$ cat src/rtl/mac_pkg.sv
// Shared descriptor/body layout for the MAC decoder and egress forwarder.
package mac_pkg;

   // Descriptor word: {dst_mask, src_port, len}
   localparam int HDR_W    = 17;
   localparam int MASK_MSB = 16;
   localparam int MASK_LSB = 13;
   localparam int SRC_MSB  = 12;
   localparam int SRC_LSB  = 11;
   localparam int LEN_MSB  = 10;
   localparam int LEN_LSB  = 0;

   // Body word: {eof, byte}
   localparam int BODY_W  = 9;
   localparam int EOF_BIT = 8;

   localparam int N_PORT = 4;

   // Forwarder state encoding
   localparam logic [1:0] ST_IDLE   = 2'd0;
   localparam logic [1:0] ST_LOAD   = 2'd1;
   localparam logic [1:0] ST_STREAM = 2'd2;
   localparam logic [1:0] ST_DRAIN  = 2'd3;

   typedef enum logic [1:0] {
      IDLE   = ST_IDLE,
      LOAD   = ST_LOAD,
      STREAM = ST_STREAM,
      DRAIN  = ST_DRAIN
   } fwd_state_t;

   // A frame is never reflected back out of the port it arrived on.
   function automatic logic [N_PORT-1:0] eff_mask(input logic [N_PORT-1:0] dst,
                                                  input logic [1:0]        src);
      return dst & ~(N_PORT'(1) << src);
   endfunction

endpackage

$ cat src/rtl/mac_sat_cnt.sv
// Saturating statistics counter with synchronous clear.
module mac_sat_cnt #(
   parameter int W = 16
) (
   input  logic         clk,
   input  logic         clr,
   input  logic         inc,
   output logic [W-1:0] count
);

   // Count up on inc, stick at all-ones instead of wrapping.
   always_ff @(posedge clk) begin
      if (clr)
         count <= '0;
      else if (inc && (count != '1))
         count <= count + W'(1);
   end

endmodule

$ cat src/rtl/mac_fwd.sv
// Egress forwarder: pops one descriptor per frame, then copies the frame body
// into every selected outbound PHY FIFO in lock-step, or drains it when no
// port is selected. Keeps forwarded/dropped/length-error statistics.
module mac_fwd
   import mac_pkg::*;
#(
   parameter int LEN_W = 11,
   parameter int CNT_W = 16
) (
   input  logic              clk,
   input  logic              rst,
   input  logic [HDR_W-1:0]  h_fifo_dout,
   input  logic              h_fifo_empty,
   output logic              h_fifo_rden,
   input  logic [BODY_W-1:0] b_fifo_dout,
   input  logic              b_fifo_empty,
   output logic              b_fifo_rden,
   output logic [BODY_W-1:0] o0_fifo_din,
   output logic              o0_fifo_wren,
   input  logic              o0_fifo_afull,
   output logic [BODY_W-1:0] o1_fifo_din,
   output logic              o1_fifo_wren,
   input  logic              o1_fifo_afull,
   output logic [BODY_W-1:0] o2_fifo_din,
   output logic              o2_fifo_wren,
   input  logic              o2_fifo_afull,
   output logic [BODY_W-1:0] o3_fifo_din,
   output logic              o3_fifo_wren,
   input  logic              o3_fifo_afull,
   output logic              busy,
   output logic [CNT_W-1:0]  frm_cnt,
   output logic [CNT_W-1:0]  drop_cnt,
   output logic [CNT_W-1:0]  err_cnt
);

   fwd_state_t state_q, state_d;

   logic [N_PORT-1:0] mask_q;
   logic [LEN_W-1:0]  len_q;
   logic [LEN_W-1:0]  cnt_q;
   logic [LEN_W-1:0]  cnt_inc;
   logic              len_err;
   logic              go;
   logic              body_eof;
   logic              frm_inc;
   logic              drop_inc;
   logic              err_inc;
   logic [N_PORT-1:0] afull_vec;
   logic [N_PORT-1:0] wren_q;
   logic [BODY_W-1:0] din_q [N_PORT];

   assign afull_vec = {o3_fifo_afull, o2_fifo_afull, o1_fifo_afull, o0_fifo_afull};
   assign body_eof  = b_fifo_dout[EOF_BIT];
   assign cnt_inc   = cnt_q + LEN_W'(1);
   assign len_err   = (cnt_inc != len_q);
   assign busy      = (state_q != IDLE);

   // Next-state and FIFO pop strobes; reset suppresses every pop so a reset
   // mid-frame leaves the input FIFOs untouched.
   always_comb begin
      state_d     = state_q;
      h_fifo_rden = 1'b0;
      b_fifo_rden = 1'b0;
      go          = 1'b0;
      frm_inc     = 1'b0;
      drop_inc    = 1'b0;
      err_inc     = 1'b0;
      case (state_q)
         IDLE: begin
            if (!h_fifo_empty) begin
               h_fifo_rden = 1'b1;
               state_d     = LOAD;
            end
         end
         LOAD: begin
            state_d = (mask_q != '0) ? STREAM : DRAIN;
         end
         STREAM: begin
            go          = !b_fifo_empty && !(|(mask_q & afull_vec));
            b_fifo_rden = go;
            if (go && body_eof) begin
               state_d = IDLE;
               frm_inc = 1'b1;
               err_inc = len_err;
            end
         end
         DRAIN: begin
            b_fifo_rden = !b_fifo_empty;
            if (!b_fifo_empty && body_eof) begin
               state_d  = IDLE;
               drop_inc = 1'b1;
               err_inc  = len_err;
            end
         end
         default: state_d = IDLE;
      endcase
      if (rst) begin
         h_fifo_rden = 1'b0;
         b_fifo_rden = 1'b0;
         go          = 1'b0;
         frm_inc     = 1'b0;
         drop_inc    = 1'b0;
         err_inc     = 1'b0;
      end
   end

   // State register.
   always_ff @(posedge clk) begin
      if (rst)
         state_q <= IDLE;
      else
         state_q <= state_d;
   end

   // Latch the descriptor on pop and count body bytes; the count saturates so
   // oversized frames still stream to their eof without wrapping.
   always_ff @(posedge clk) begin
      if (rst) begin
         mask_q <= '0;
         len_q  <= '0;
         cnt_q  <= '0;
      end else begin
         if (h_fifo_rden) begin
            mask_q <= eff_mask(h_fifo_dout[MASK_MSB:MASK_LSB], h_fifo_dout[SRC_MSB:SRC_LSB]);
            len_q  <= LEN_W'(h_fifo_dout[LEN_MSB:LEN_LSB]);
         end
         if (state_q == LOAD)
            cnt_q <= '0;
         else if (b_fifo_rden && (cnt_q != '1))
            cnt_q <= cnt_inc;
      end
   end

   // Outbound write stage, one cycle behind the pop; ports outside the mask
   // keep their last data so idle buses do not toggle.
   always_ff @(posedge clk) begin
      if (rst) begin
         wren_q <= '0;
         for (int n = 0; n < N_PORT; n++)
            din_q[n] <= '0;
      end else begin
         for (int n = 0; n < N_PORT; n++) begin
            wren_q[n] <= go && mask_q[n];
            if (go && mask_q[n])
               din_q[n] <= b_fifo_dout;
         end
      end
   end

   assign o0_fifo_wren = wren_q[0];
   assign o1_fifo_wren = wren_q[1];
   assign o2_fifo_wren = wren_q[2];
   assign o3_fifo_wren = wren_q[3];
   assign o0_fifo_din  = din_q[0];
   assign o1_fifo_din  = din_q[1];
   assign o2_fifo_din  = din_q[2];
   assign o3_fifo_din  = din_q[3];

   mac_sat_cnt #(.W(CNT_W)) u_frm_cnt (
      .clk   (clk),
      .clr   (rst),
      .inc   (frm_inc),
      .count (frm_cnt)
   );

   mac_sat_cnt #(.W(CNT_W)) u_drop_cnt (
      .clk   (clk),
      .clr   (rst),
      .inc   (drop_inc),
      .count (drop_cnt)
   );

   mac_sat_cnt #(.W(CNT_W)) u_err_cnt (
      .clk   (clk),
      .clr   (rst),
      .inc   (err_inc),
      .count (err_cnt)
   );

endmodule

$ cat config.mk
export PLATFORM = sky130hd
export DESIGN_NAME = mac_fwd
export DESIGN_NICKNAME = d
export VERILOG_FILES = /design/src/rtl/mac_pkg.sv /design/src/rtl/mac_sat_cnt.sv /design/src/rtl/mac_fwd.sv
export SDC_FILE = /design/constraint.sdc
export NUM_CORES = 1
export LEC_CHECK = 0
export CAP_MARGIN = 20
export CELL_PAD_IN_SITES_DETAIL_PLACEMENT = 1
export CELL_PAD_IN_SITES_GLOBAL_PLACEMENT = 1
export CORE_MARGIN = 2
export CORE_UTILIZATION = 38
export CTS_BUF_LIST = sky130_fd_sc_hd__clkbuf_16
export DETAILED_ROUTE_END_ITERATION = 10
export PLACE_DENSITY = 0.84
export SYNTH_ARGS = -nofsm -noshare
export SYNTH_HDL_FRONTEND = slang
export SYNTH_SLANG_ARGS = --single-unit
$ cat constraint.sdc
create_clock -name clk -period 3.1 [get_ports clk]
set_input_delay 0.62 -clock clk [delete_from_list [all_inputs] [get_ports clk]]
set_output_delay 0.62 -clock clk [all_outputs]
set_load 0.005 [all_outputs]
# [Yosys cells after proc, flatten, opt, wreduce, memory -nomap -nowiden]
# Memories as Yosys holds them, arrays and structs flattened.
# Index checks and enable logic that the tools add are counted.
# W data, S select, Z words.
[totals] elab_cells=91 in_bits=34 register_bits=80 ramBits=36 n_memories=1
[op_classes] n_addsub=4 n_eq_ne=11 n_mux=40 shifts=1 n_bitwise=7 n_reduce_logical=19
[mem_list] name="din_q" depth=4 width=9 read_ports=4 rd_ports_with_merged_regs=0 write_ports=4 line="mac_fwd.sv:50" text="logic [BODY_W-1:0] din_q [N_PORT];"
[op_table] operator="$add A16 B1 Y16 const B" count=3
[op_table] operator="$ne A16 B16 Y1 const B" count=3
[op_table] operator="$mux W9" count=4
[op_table] operator="$mux W1" count=30
[op_table] operator="$add A11 B1 Y11 const B" count=1
[op_table] operator="$logic_and A1 B1 Y1" count=11
[op_table] operator="$ne A11 B11 Y1" count=1
[op_table] operator="$ne A11 B11 Y1 const B" count=1
[op_table] operator="$and A4 B4 Y4" count=2
[op_table] operator="$pmux W2 S4" count=1
[op_table] operator="$mux W2" count=3
[op_table] operator="$ne A2 B2 Y1 const B" count=3
[op_table] operator="$eq A2 B2 Y1 const B" count=2
[op_table] operator="$not A4 Y4" count=1
[op_table] operator="$or A1 B1 Y1" count=4
[op_table] operator="$pmux W1 S2" count=2
[op_table] operator="$reduce_bool A4 Y1" count=1
[op_table] operator="$reduce_or A4 Y1" count=1
[op_table] operator="$shl A1 B2 Y4 const A" count=1
[op_table] operator="$reduce_and A3 Y1" count=1
[op_table] operator="$eq A2 B1 Y1 const B" count=1
[op_table] operator="$logic_not A1 Y1" count=2
[op_table] operator="$logic_not A2 Y1" count=1
[op_table] operator="$reduce_bool A2 Y1" count=1
[op_table] operator="$reduce_or A2 Y1" count=1

# [Logic depth before layout (Yosys ltp)]
# Gate-level depths: netlist (run 1).
[depth] ltp_word=11 mapped_depth=10 mapped_depth_nobuf=8

# [Cells and area by module]
# From an unflattened synthesis (run 1), not the netlist that was laid out.
[hier_totals] cells_unflattened=584 hier_area_um2=5556.6
[modules_own_cells] module="mac_fwd" n_inst=1 cells_per_inst=287 area_each_um2=3011.6 seq_area_each_um2=1721.7
[modules_own_cells] module="mac_sat_cnt" n_inst=3 cells_per_inst=99 area_each_um2=848.3 seq_area_each_um2=320.3

# [Least setup slack after synthesis (run 1)]
# OpenSTA, ideal clock, no wires.
[synth_path] path_type="input-to-reg" startpoint="input o1_fifo_afull" endpoint="register u_frm_cnt.count[12]" required_ps=3029 cell_stages=7 setup_slack_ps=742 arrival_ps=2287 setup_time_ps=71 cell_sequence="a22o_1 nor4b_4 nand2_2 or3b_1 buf_2 or3_1 a21oi_1"
[synth_between] elab_chain_len=9
[synth_rtl] item="from (decl)" line="mac_fwd.sv:23" text="input logic o1_fifo_afull,"
[synth_rtl] item="$and A4 B4 Y4" line="mac_fwd.sv:79" text="go = !b_fifo_empty && !(|(mask_q & afull_vec));"
[synth_rtl] item="$reduce_or A4 Y1" line="mac_fwd.sv:79"
[synth_rtl] item="$logic_not A1 Y1" line="mac_fwd.sv:79"
[synth_rtl] item="$logic_and A1 B1 Y1" line="mac_fwd.sv:79"
[synth_rtl] item="$logic_and A1 B1 Y1" line="mac_fwd.sv:81" text="if (go && body_eof) begin"
[synth_rtl] item="$mux W1" line="mac_fwd.sv:81"
[synth_rtl] item="$mux W1" line="mac_fwd.sv:68" text="case (state_q)"
[synth_rtl] item="$mux W1" line="mac_fwd.sv:97" text="if (rst) begin"
[synth_rtl] item="$logic_and A1 B1 Y1" line="mac_sat_cnt.sv:15" text="else if (inc && (count != '1))"
[synth_rtl] item="to (signal assigned)" line="mac_sat_cnt.sv:16" text="count <= count + W'(1);"
[synth_rtl] item="to (decl)" line="mac_sat_cnt.sv:8" text="output logic [W-1:0] count"
# Every way passes these cells.
# A chain may end at the register's enable or synchronous reset.

# [Worst setup path in the final report (run 1)]
[layout_path] startpoint="input o1_fifo_afull" endpoint="output b_fifo_rden"
[layout_between] elab_chain_len=6
[layout_rtl] item="$and A4 B4 Y4" line="mac_fwd.sv:79"
[layout_rtl] item="$reduce_or A4 Y1" line="mac_fwd.sv:79"
[layout_rtl] item="$logic_not A1 Y1" line="mac_fwd.sv:79"
[layout_rtl] item="$logic_and A1 B1 Y1" line="mac_fwd.sv:79"
[layout_rtl] item="$pmux W1 S2" line="mac_fwd.sv:68"
[layout_rtl] item="$mux W1" line="mac_fwd.sv:97"
[layout_rtl] item="to (decl)" line="mac_fwd.sv:17" text="output logic b_fifo_rden,"
# Every way passes these cells.

==> out/metrics.cfg, run 1 <==
[status]
status = finished, final reports clean

[pwr]
seq_power_share_pct = 41.7
powerDensity_nw_per_um2 = 538
pwr-share-clk_pct = 51.7
power_switching_share_pct = 22.0
p_switching_uw = 863
ir_drop_mv = 0.401
power.internal_mw = 3.06
p_comb_share_pct = 6.6
leakagePower_nw = 2.67

[setup_path]
r2r_end = u_err_cnt.count[15]
reg2regPathDepth = 9
r2r_slack_ns = 0.26
cpMostUsedCell = clkdlybuf4s50_1
startpoint = o1_fifo_afull
cp-end-kind = output port
cp_data_required_time_ns = 2.48
crit_path_max_fanout = 3
critical_path_arrival_ns = 2.28
cpMaxStageDelayCell = clkdlybuf4s50_1
max_stage_delay_ns = 0.50
setup.worst_path.start_class = primary input
crit_chain = clkdlybuf4s50_1, a22o_1, nor2_1, o21ai_1, inv_1, clkdlybuf4s50_1
timing.rr.start = cnt_q[0]
crit_type = in2out

[synth]
synth-seq-cells = 116
synthArstFlopShare_pct = 0
yosysSeqAreaShare_pct = 51.1
syn_nets = 593
synth_cell_type_count = 53
yosys_warnings = 0
syn_avg_cell_area_um2 = 9.45
synth_edf_count = 36
synth-main-ff-cell = dfxtp_1
yosys-top-cells-area = dfxtp_1, edfxtp_1, and3_1
synth.top_cell.area_share_pct = 30.5
yosys.area.top_type = dfxtp_1
synth_area_um2 = 5250
synth_cells = 555

[detailed_routing]
met1Wirelength_mm = 6.39
first_iter_violations = 258
met2_length_mm = 7.83
dr_wl_met3_um = 831
wl_per_cell_um = 17.6
routed_via_density = 5.35
num_vias = 4651
dr.pass1.iters = 4
drc = 0
wirelength_mm = 15.3
ant_nets = 0
top_layer_used = met4

[sta]
tightestPinTransition_ns = 0.498
timing.fmax_mhz = 345
rsz0062_at_grt = no
setup_viol = 0
fin_crit_ns = 2.90
min_period_over_period_pct = 93.4
setup-tns-final_ns = 0
whs_ns = 0.473
clock_skew_ns = 0.00784
worst_slack_ns = 0.204
hold_viol_final = 0
drv_slew = 0
slew_headroom_pct = 66.5

[run]
cap_violations = 0

[worst_hold_path]
min_path_cells = 2
worstHoldPathType = reg2reg
hold_end = len_q[10]
worstHoldStart = len_q[10]

[die]
io_pins = 125
dieArea_um2 = 14800
die_w_um = 121
core_um2 = 13300
rows = 42
die_h_um = 121
start_util_pct = 39.3

[grt]
antenna_found_initial = 0
grt_util_all_layers_pct = 21.6
grt_overflow = 0
grt_start_max_net_pins = 41
grt_pass1_wl_mm = 24.6
grt_pass1_vias = 4855

[clock_network]
cts_post_setup_buffers_inserted = 0
cts_root_buf = clkbuf_16
htree_num_levels = 4
hold_buffers = 0
cts_buffers = 17
cts_max_path_buffers = 2
cts_resized = 0
cts_tree = built
clkTransAtPathRegs_ns = 0.05
numClockSinks = 116
insertion_delay_ns = 0.42

[cells_and_area]
drive_above_1_share_pct = 7.64
n_fill_cell = 1512
fin_cells = 870
final_util_pct = 54.6
areaGrowthSynthToFinish_pct = 38.9
antenna-diode-count = 0
nets = 719

[placed_design]
io_buffer_count = 124
place_inst = 838
gp_congestion = 0.811
dp_slack_ns = 0.0111
dp_hpwl_mm = 10.7

==> registers in the layout (all words and copies together), names as in the netlist <==
signal,cells
cnt_q,11
wren_q,4
u_err_cnt.count,16
len_q,11
u_frm_cnt.count,16
state_q,2
din_q,36
mask_q,4
u_drop_cnt.count,16
==> area by class of cell <==
cell class	count	area, µm²	share of cell area, %
inverters	11	41.3	0.567
clock inverters	15	190	2.61
well taps	176	220	3.02
repair buffers	136	1330	18.2
flip-flops and latches	116	2680	36.8
multi-input cells	399	2400	32.9
clock buffers	17	425	5.84
==> power by group through the flow <==
stage	clock network, mW	registers (mW)	logic [mW]
after floorplan	0	1.66	0.118
after CTS	2.06	1.63	0.263
after global placement	0	1.66	0.246
after detailed placement	0	1.66	0.257
final	2.03	1.63	0.259
after global routing	2.13	1.64	0.284
==> cell usage in the layout (no fill, tap or decap), types with 4 or more instances in the layout <==
cell type | netlist | routed
nor3_1 | 11 | 11
a21oi_1 | 38 | 38
xnor2_1 | 22 | 22
inv_1 | 11 | 12
or3_1 | 9 | 9
bufinv_16 | 0 | 4
dfxtp_1 | 80 | 80
or2_2 | 4 | 4
nand4_1 | 8 | 8
ha_1 | 4 | 4
xor2_1 | 20 | 20
or4_1 | 10 | 10
o21ai_0 | 14 | 13
buf_4 | 0 | 12
nand3_1 | 19 | 19
and4_1 | 10 | 10
nand2_1 | 61 | 61
clkdlybuf4s50_1 | 0 | 123
o31ai_1 | 9 | 9
and2_1 | 13 | 13
nor2_1 | 54 | 54
and3_1 | 46 | 46
clkbuf_16 | 0 | 17
edfxtp_1 | 36 | 36
nor2b_1 | 4 | 4
==> how the worst max path moves through the flow <==
| stage | to | slack, ns | depth (start not counted) |
|---|---|---|---|
| after floorplan | u_frm_cnt.count[12] | 0.74 | 7 |
| after global placement | b_fifo_rden | 0.13 | 6 |
| after detailed placement | u_err_cnt.count[9] | 0.01 | 8 |
| after CTS | b_fifo_rden | 0.09 | 6 |
| after global routing | u_err_cnt.count[15] | 0.01 | 9 |
| final | b_fifo_rden | 0.20 | 6 |
==> per-layer routing <==
layer	global-route usage, %	up-vias
li1	-	2237
met1	24.3	2273
met5	0	-
met4	7.61	0
met3	5.73	18
met2	39.0	123
==> worst max-delay path: cells and delay by family <==
| family | cells | cell delay (ns) |
|---|---|---|
| buffers and inverters | 3 | 1.01 |
| AO/OA/AOI/OAI | 2 | 0.45 |
| AND/OR/NAND/NOR | 1 | 0.20 |
==> cell families (layout without fill, tap and decap cells) <==
group	count (synthesis)	in the layout	share of synthesized area [%]
AND/OR/NAND/NOR	267	267	27.2
flip-flops	116	116	51.1
AO/OA/AOI/OAI	82	82	9.73
XOR/XNOR	42	42	7.01
buffers and inverters	40	179	3.12
adder cells (fa/ha/maj)	4	4	0.954
multiplexers	4	4	0.787
==> cell usage after synthesis (2+ instances only) <==
cell      count
xnor2_1      22
clkbuf_1     23
or3_1         9
ha_1          4
xor2_1       20
nand3b_1      2
a31oi_1       2
dfxtp_1      80
nand2b_1      2
nand2_1      61
o41ai_1       3
nor3_1       11
o21ai_0      14
o31ai_1       9
a22o_1        2
or4_1        10
and2_1       13
edfxtp_1     36
o211ai_1      3
nor2b_1       4
nand4_1       8
nor2_1       54
inv_1        11
nor4_1        3
nand3_1      19
mux2i_1       3
or4b_1        2
a21oi_1      38
and4_1       10
buf_2         5
or2_2         4
a41oi_1       2
and3_1       46
==> per-stage QoR <==
step	instance area [µm²]	power [mW]
after floorplan	5250	1.77
final	7280	3.92
after CTS	7280	3.96
after global placement	6670	1.91
after global routing	7280	4.05
after detailed placement	6670	1.92
Note: power is estimated with default switching activity, not from simulation.
==> inputs of run 2 (changes only) <==
--- a/config.mk
+++ b/config.mk
@@ -9,10 +9,10 @@
 export CELL_PAD_IN_SITES_DETAIL_PLACEMENT = 1
 export CELL_PAD_IN_SITES_GLOBAL_PLACEMENT = 1
 export CORE_MARGIN = 2
-export CORE_UTILIZATION = 38
+export CORE_UTILIZATION = 30
 export CTS_BUF_LIST = sky130_fd_sc_hd__clkbuf_16
 export DETAILED_ROUTE_END_ITERATION = 10
-export PLACE_DENSITY = 0.84
+export PLACE_DENSITY = 0.69
 export SYNTH_ARGS = -nofsm -noshare
 export SYNTH_HDL_FRONTEND = slang
 export SYNTH_SLANG_ARGS = --single-unit
==> run 2 against run 1 <==
Effect of this change: critical path depth unchanged; combinational power decreased by 3%; sequential share of layout area decreased by 0.15 points; total power decreased by 2.6%; clock skew increased by 0.0016 ns; critical path type unchanged; critical endpoint unchanged; clock power decreased by 5%; register-to-register slack improved by 0.10 ns; wire length decreased by 0.92%; global-route usage decreased by 4.9 points; non-clock buffer count increased by 1; design area increased by 0.41%.
==> out/metrics.cfg, run 2 (synthesized netlist as in run 1, its figures left out) <==
[status]
status = finished, final reports clean

[sta]
setup_viol = 0
clock_skew_ns = 0.00941
slew_headroom_pct = 69.5
timing.fmax_mhz = 337
setup-tns-final_ns = 0
min_period_over_period_pct = 95.6
tightestPinTransition_ns = 0.457
fin_crit_ns = 2.96
drv_slew = 0
hold_viol_final = 0
rsz0062_at_grt = no

[grt]
grt_util_all_layers_pct = 16.6
grt_start_max_net_pins = 43
grt_pass1_wl_mm = 23.9
grt_pass1_vias = 4600
met1_usage_pct = 21.0
antenna_found_initial = 2
grt_overflow = 0
use_met2_pct = 27.4
busiest_layer = met2
met3_usage_pct = 4.25

[setup_path]
critical_path_arrival_ns = 2.34
startpoint = o1_fifo_afull
cp-end-kind = output port
crit_path_max_fanout = 3
timing.rr.start = cnt_q[0]
cp_data_required_time_ns = 2.48
reg2regPathDepth = 9
crit_type = in2out
setup.worst_path.start_class = primary input

[die]
io_pins = 125
dieArea_um2 = 18600
die_w_um = 136
rows = 48
die_h_um = 136
core_um2 = 17200
start_util_pct = 30.5

[detailed_routing]
ant_nets = 0
drc = 0
wl_per_cell_um = 16.4
num_vias = 4621
routed_via_density = 5.02
first_iter_violations = 200
wirelength_mm = 15.1
dr.pass1.iters = 4

[cells_and_area]
areaGrowthSynthToFinish_pct = 39.5
layout_common_cells = clkdlybuf4s50_1, dfxtp_1, nand2_1, nor2_1, and3_1
nets = 720
final_common_cell = clkdlybuf4s50_1
drive_above_1_share_pct = 7.48
largest_reg_flops = 36
fin_cells = 921
largest-register = din_q

[clock_network]
insertion_delay_ns = 0.41
cts_resized = 0
cts_tree = built
cts_root_buf = clkbuf_16
numClockSinks = 116
hold_buffers = 0
cts_buffers = 17
clkTransAtPathRegs_ns = 0.05
cts_post_setup_buffers_inserted = 0
cts_max_path_buffers = 2
htree_num_levels = 4

[worst_hold_path]
worstHoldStart = len_q[5]
min_path_cells = 2
worstHoldPathType = reg2reg

[run]
cap_violations = 0

[placed_design]
place_inst = 888
io_buffer_count = 124
gp_congestion = 0.816
dp_hpwl_mm = 10.9

[pwr]
leakagePower_nw = 2.67
powerDensity_nw_per_um2 = 522
ir_drop_mv = 0.396

## run 2: layout make-up
type / instances / area (µm²)
Sequential cell: 116 / 2680
Clock inverter: 15 / 149
Antenna cell: 1 / 2.50
Inverter: 11 / 41.3
Timing Repair Buffer: 137 / 1330
Clock buffer: 17 / 425
Fill cell: 1952 / 9860
Multi-Input combinational cell: 399 / 2400
Tap cell: 225 / 282
## run 2: critical path, cell delays in order
cell and delay [ns]:
clkdlybuf4s50_1 0.46, a22o_1 0.25, nor2_1 0.09, o21ai_0 0.37, inv_1 0.08, clkdlybuf4s50_1 0.46
## run 2: routing by layer
| layer | vias to the layer above | routed length [µm] |
|---|---|---|
| met4 | 4 | 156 |
| li1 | 2241 | - |
| met5 | - | 21 |
| met2 | 116 | 7110 |
| met1 | 2244 | 6960 |
| met3 | 16 | 896 |
## run 2: metrics by stage
stage	hold WS (ns)	power, mW	setup slack [ns]	instance area (µm²)	util, %
floorplan	0.447	1.77	0.742	5250	-
global placement	0.462	1.91	0.0814	6740	39.2
detailed placement	0.468	1.92	0.126	6740	39.2
CTS	0.475	3.87	0.120	7310	42.6
global route	0.494	3.95	0.0125	7310	42.6
finish	0.469	3.82	0.137	7310	42.6
## run 2: worst paths after layout
kind / to / slack (ns)
max: b_fifo_rden / 0.14
min: len_q[5] / 0.47
max reg2reg: u_err_cnt.count[15] / 0.36
min reg2reg: len_q[5] / 0.47
## run 2: report_power, final
part | total, mW | switching, mW | internal, mW
Clock | 1.93 | 0.689 | 1.24
Sequential | 1.64 | 0.0364 | 1.60
Combinational | 0.250 | 0.130 | 0.121
